$ cat src/rtl/ram_rwsp_128x16_pkg.sv
// Shared geometry for the 128x16 single-port-per-direction RAM and a
// helper that detects same-address read/write contention.
package ram_rwsp_128x16_pkg;

   localparam int RAM_DEPTH = 128;
   localparam int RAM_AW    = 7;
   localparam int RAM_DW    = 16;
   localparam int RAM_PWR_W = 32;

   function automatic logic rw_contention(input logic          we,
                                          input logic          re,
                                          input logic [RAM_AW-1:0] wa,
                                          input logic [RAM_AW-1:0] ra);
      return we && re && (wa == ra);
   endfunction

endpackage

$ cat src/rtl/ram_rwsp_128x16_array.sv
// Storage array: one synchronous write port and a combinational read port
// addressed by the registered read address held in the top level.
module ram_rwsp_128x16_array
   import ram_rwsp_128x16_pkg::*;
(
   input  logic              clk,
   input  logic              i_we,
   input  logic [RAM_AW-1:0] i_wa,
   input  logic [RAM_DW-1:0] i_di,
   input  logic [RAM_AW-1:0] i_ra,
   output logic [RAM_DW-1:0] o_rd
);

   logic [RAM_DW-1:0] r_mem [RAM_DEPTH];

   // No reset on the array: contents survive reset by design.
   always_ff @(posedge clk) begin
      if (i_we) begin
         r_mem[i_wa] <= i_di;
      end
   end

   assign o_rd = r_mem[i_ra];

endmodule

$ cat src/rtl/ram_rwsp_128x16.sv
// 128x16 RAM with separate write and read ports and a two-edge read
// pipeline (re latches the address, ore loads the output register).
module ram_rwsp_128x16
   import ram_rwsp_128x16_pkg::*;
#(
   parameter logic FORCE_CONTENTION_ASSERTION_RESET_ACTIVE = 1'b1
) (
   input  logic                 clk,
   input  logic                 reset_,
   input  logic [RAM_PWR_W-1:0] pwrbus_ram_pd,
   input  logic [RAM_AW-1:0]    wa,
   input  logic                 we,
   input  logic [RAM_DW-1:0]    di,
   input  logic [RAM_AW-1:0]    ra,
   input  logic                 re,
   input  logic                 ore,
   output logic [RAM_DW-1:0]    dout
);

   logic [RAM_AW-1:0] r_ra_q;
   logic [RAM_DW-1:0] r_dout;
   logic [RAM_DW-1:0] w_rd;
   logic              w_we;
   logic              w_unused_pwrbus;

   // Power-down bus is carried for integration only; it never gates storage.
   assign w_unused_pwrbus = ^pwrbus_ram_pd;

   // Writes are suppressed while reset is held so the array sees no stray edge.
   assign w_we = we & reset_;

   ram_rwsp_128x16_array u_array (
      .clk  (clk),
      .i_we (w_we),
      .i_wa (wa),
      .i_di (di),
      .i_ra (r_ra_q),
      .o_rd (w_rd)
   );

   always_ff @(posedge clk or negedge reset_) begin
      if (!reset_) begin
         r_ra_q <= '0;
         r_dout <= '0;
      end else begin
         if (re) begin
            r_ra_q <= ra;
         end
         // w_rd reflects the array before this edge's write: read-before-write.
         if (ore) begin
            r_dout <= w_rd;
         end
      end
   end

   assign dout = r_dout;

`ifndef SYNTHESIS
   always @(posedge clk) begin
      if (!FORCE_CONTENTION_ASSERTION_RESET_ACTIVE && reset_) begin
         assert (!rw_contention(we, re, wa, ra))
            else $warning("ram_rwsp_128x16: read/write contention at address %0d", wa);
      end
   end
`endif

endmodule

$ cat config.mk
export PLATFORM = sky130hd
export DESIGN_NAME = ram_rwsp_128x16
export DESIGN_NICKNAME = d
export VERILOG_FILES = /design/src/rtl/ram_rwsp_128x16_pkg.sv /design/src/rtl/ram_rwsp_128x16_array.sv /design/src/rtl/ram_rwsp_128x16.sv
export SDC_FILE = /design/constraint.sdc
export NUM_CORES = 2
export LEC_CHECK = 0
export BUFFER_PORTS_ARGS = -buffer_cell sky130_fd_sc_hd__buf_2
export CORE_ASPECT_RATIO = 0.8
export CORE_MARGIN = 2
export CORE_UTILIZATION = 35
export CTS_BUF_LIST = sky130_fd_sc_hd__clkbuf_16
export DETAILED_ROUTE_END_ITERATION = 8
export SETUP_SLACK_MARGIN = 0.3
export SLEW_MARGIN = 20
export SYNTH_ARGS = -nofsm -noshare
export SYNTH_HDL_FRONTEND = slang
export SYNTH_SLANG_ARGS = --single-unit
$ cat constraint.sdc
create_clock -name clk -period 2.8 [get_ports clk]
set_input_delay 0.7 -clock clk [delete_from_list [all_inputs] [get_ports clk]]
set_output_delay 0.7 -clock clk [all_outputs]
set_load 0.1 [all_outputs]
* Word level (Yosys, flattened, before mapping)
Memory sizes are Yosys's and may differ from the RTL's. A register that Yosys moved wholly into a read port is not among the register bits.
Index checks and enable logic that the tools add are counted.
** Storage, ports and cells
- Logic and storage cells :: 6
- Bits in registers :: 7
- Memories kept :: 1
- RAM bits :: 2048
** Operators by class
- Muxes and demuxes :: 2
- Bitwise operators :: 1
- Reduce and logical (&&, ||, !) cells :: 1
** Memories
- u_array.r_mem :: words 128, bits a word 16, rd ports 1, clocked after memory_dff 1, wr ports 1, line ram_rwsp_128x16_array.sv:14 : logic [RAM_DW-1:0] r_mem [RAM_DEPTH];
** Operators with widths (count)
- $mux 1 :: 2
- $and 1x1->1 :: 1
- $logic_not 1->1 :: 1

* Longest topological paths before layout
- Depth in word-level cells :: 3
- Depth in mapped cells :: 12
- Gate-level depth less buffers :: 6

* Hierarchy
A second synthesis with hierarchy kept.
** Unflattened totals
- Cell total of the unflattened synthesis :: 3120
- Area, all modules :: 79117.1 sq um
** Modules (own cells, without submodules)
- ram_rwsp_128x16_array :: area each 78202.5 sq um, times used 1, seq. area each 61499.0 sq um, cells an instance 3070
- ram_rwsp_128x16 :: area each 914.6 sq um, times used 1, seq. area each 575.6 sq um, cells an instance 50

* Least setup slack after synthesis
Ideal clock, no wire load.
- Path kind :: input-to-reg
- From :: input wa[2]
- To :: memory u_array.r_mem[105][0], enable pin
- Buffers on the path :: 2
- Stages on the path :: 6
- Slack :: -0.060 ns
- Arrival time :: 2.471 ns
- Cell sequence :: clkbuf_1 > or3b_2 > inv_1 > nand2_1 > clkbuf_1 > nor2_1
** RTL lines
- start, declared :: line ram_rwsp_128x16.sv:11 : input logic [RAM_AW-1:0] wa,
- end, declared :: line ram_rwsp_128x16_array.sv:14
Straight into the memory's write port.

==> flow_summary.ini <==
[hold_path]
holdCritPathClass = in2reg
whs_endpoint = r_ra_q[6]
hp-start = ra[6]
hold_path_depth = 2

[clock_tree]
cts_tree = built
clk_path_buf_depth = 3
numCtsBuffers = 187
clock_latency_ns = 0.83
clk_pin_slew_ns = 0.07
cts_root_buffer = clkbuf_16
htree_levels = 4
cts_sinks = 2071

[sta]
fmax_mhz = 341.1
fin_crit_sh_pct = 104.7
hold_viol_final = 0
finalClockSkew_ns = 0.02917
finalSetupViolations = 6
period_needed_ns = 2.931
max_slew.worst_pin.slew_ns = 0.9808
layout_setup_ws_ns = -0.1315
maxSlewHeadroom_pct = 34.37
slew_viol_final = 0
rsz0062_at_grt = true

[yosys]
synth_warnings = 0
synth.largest_area_cell = edfxtp_1
ys_async_sr_fraction_pct = 1.111
synth.avg_cell_area_um2 = 21.29
ys_seq_elements = 2071
synthCells = 3776
synth_edf_count = 2048
synth_flop_cell = edfxtp_1
syn_area_um2 = 80410
synth_common_cells = edfxtp_1 (2048), mux4_2 (409), mux2i_1 (201), nor2_1 (176), nand2_1 (113)
netlist_top_cells_area = edfxtp_1 (76%), mux4_2 (11%), mux2i_1 (2.5%), nor2_1 (0.82%), mux4_1 (0.75%)
yosysMostFrequentCell = edfxtp_1
synth_fp_nets = 3843
synth_top_area_share_pct = 76.48
ys_types = 71
seq_area_frac_synth_pct = 77.20

[critical_path]
crit_path_top_delay_cell = dfrtp_4
path_delay_family = compound AO/OA/AOI/OAI gates
r2r_setup_slack_ns = -0.13
crit_path_cell_trace = nand2b_1 -> buf_4 -> buf_4 -> o22ai_1 -> nor4_1 -> buf_4 -> a2111oi_0 -> nand2_1 -> o211ai_1
slowest_delay_ns = 0.52
start_kind = register
crit_top_cell = buf_4
cp-end-kind = register
worstPathRequired_ns = 3.55
r2r_cells = 9
worstSetupPathType = reg2reg
r2r-end = dout[6]
cp.arrival_ns = 3.68
path_max_fanout = 7
cp_num_buf_inv = 3
rr_startpoint = r_ra_q[1]

[final_layout]
drive_above_1_share_pct = 33.10
fin_util_pct = 42.43
fin_nets = 4469
area_growth_pct = 20.66

[placement]
gp_congestion = 0.8916
dp_hpwl_um = 146900
pre_cts_slack_ns = -0.4468
io_buffers = 50

[grt]
grt_pass1_vias = 40950
antenna_found_initial = 20
grt_max_degree = 129
grt_overflow = 0
grt_first_pass_wirelength_um = 319900
groute.usage.overall_pct = 19.36

[power]
power.share.sequential_pct = 52.1
p_sw_share_pct = 23.87
p_comb_share_pct = 11.0
leakage_uw = 0.03113
clock_power_share_pct = 36.9
ir_worst_vdd_mv = 0.7285
p_switching_uw = 15760
power.density_nw_per_um2 = 680.5
p_int_uw = 50270

[routing]
via_count = 42360
via_per_inst = 5.587
ant_nets = 0
wirelength_um = 229100
drc = 0
drt_iter0_markers = 6225
dr.pass1.iters = 6
wl_per_cell_um = 30.22

[floorplanning]
rows = 157
fp.dieH_um = 432.7
core-area_um2 = 228700
die_x_um = 539.9
ioPinCount = 83
start_util_pct = 35.17
fp.dieArea_um2 = 233600

[outcome]
violations = setup timing
outcome = complete, but fails checks

[run]
drv_cap = 0
## layout make-up
type,count,area [um^2]
clock buffer,191,4780
antenna,11,27.53
multi-input combinational,1479,17750
timing repair buffer,652,7577
clock inverter,146,972.2
sequential,2071,62090
fill,19800,131600
tap,3021,3780
inverter,11,43.79
## power by group through the flow
stage,clock [uW],combinational [uW],sequential (uW)
3_3_place_gp,0,6570,35100
5_1_grt,26000,7520,34400
6_report,24400,7250,34400
4_1_cts,24800,7120,34400
3_5_place_dp,0,6610,35100
2_1_floorplan,0,3020,35400
## worst register-to-register path: stages (launching register included)
cell and delay [ns]:
dfrtp_4 0.52, nand2b_1 0.33, buf_4 0.26, buf_4 0.23
o22ai_1 0.39, nor4_1 0.10, buf_4 0.18, a2111oi_0 0.39
nand2_1 0.26, o211ai_1 0.21
## cells by family (layout without fill, tap and decap cells)
kind of cell,after synthesis,after routing,share of synthesized area (%)
AO/OA/AOI/OAI,359,359,3.168
buffers and inverters,226,1000,1.884
flip-flops,2071,2071,77.20
multiplexers,654,654,15.00
AND/OR/NAND/NOR,466,466,2.743
other,0,11,0
## per-stage QoR
stage	hold slack [ns]	power, uW	TNS (ns)	cell area (um^2)	instances
after global routing	0.1162	67840	-0.8848	97010	7577
final	0.1656	66030	-0.3633	97020	7582
after CTS	0.1127	66340	-1.004	96720	7568
after global placement	0.6297	41620	-3.911	89550	7187
after floorplan	0.4044	38380	0	80570	3776
after detailed placement	0.6327	41670	-4.153	89550	7187
## worst max path at each step
stage	start	to	slack, ns	depth (start not counted)
finish	r_ra_q[1]	dout[6]	-0.13	9
global route	r_ra_q[0]	dout[6]	-0.14	9
CTS	r_ra_q[0]	dout[14]	-0.10	8
detailed placement	r_ra_q[0]	dout[13]	-0.45	10
global placement	r_ra_q[0]	dout[13]	-0.39	10
floorplan	wa[2]	u_array.r_mem[121][0]	0.15	5
## per-layer routing
metal	global-route usage [%]	part of all wire, %
met1	28.68	42
met2	28.97	45
met3	3.848	10
met4	5.471	2.8
met5	0	0.019
## layout by cell type, fill, tap and decap left out, types with 14 or more instances in the layout
master,synthesis,layout
a21oi_1,36,29
a22oi_1,40,37
buf_12,3,181
buf_2,56,21
buf_4,33,407
buf_6,25,18
clkbuf_16,0,191
clkinv_1,0,41
clkinv_2,0,25
dfrtp_1,23,15
edfxtp_1,2048,2048
inv_1,11,66
mux2_2,21,16
mux2i_1,201,195
mux4_1,23,18
mux4_2,409,414
nand2_1,113,106
nand3_1,38,33
nor2_1,176,135
nor2_2,0,20
nor2_4,0,21
nor3_1,23,16
o211ai_1,17,17
o21ai_0,45,30
o21ai_1,1,14
o221ai_1,28,21
o22ai_1,77,64
## timing repair
item	4_1_cts	5_1_grt
hold endpoints to repair	23	0
pin swaps	36	22
gates resized for setup	191	60
setup endpoints to repair	29	16
buffers inserted	35	3
hold buffers	1	0
cloned	8	0
## registers in the layout (all words and copies together) (netlist names)
signal / count
u_array.r_mem: 2048
dout: 16
r_ra_q: 7
Power figures use the tool's default switching activity.
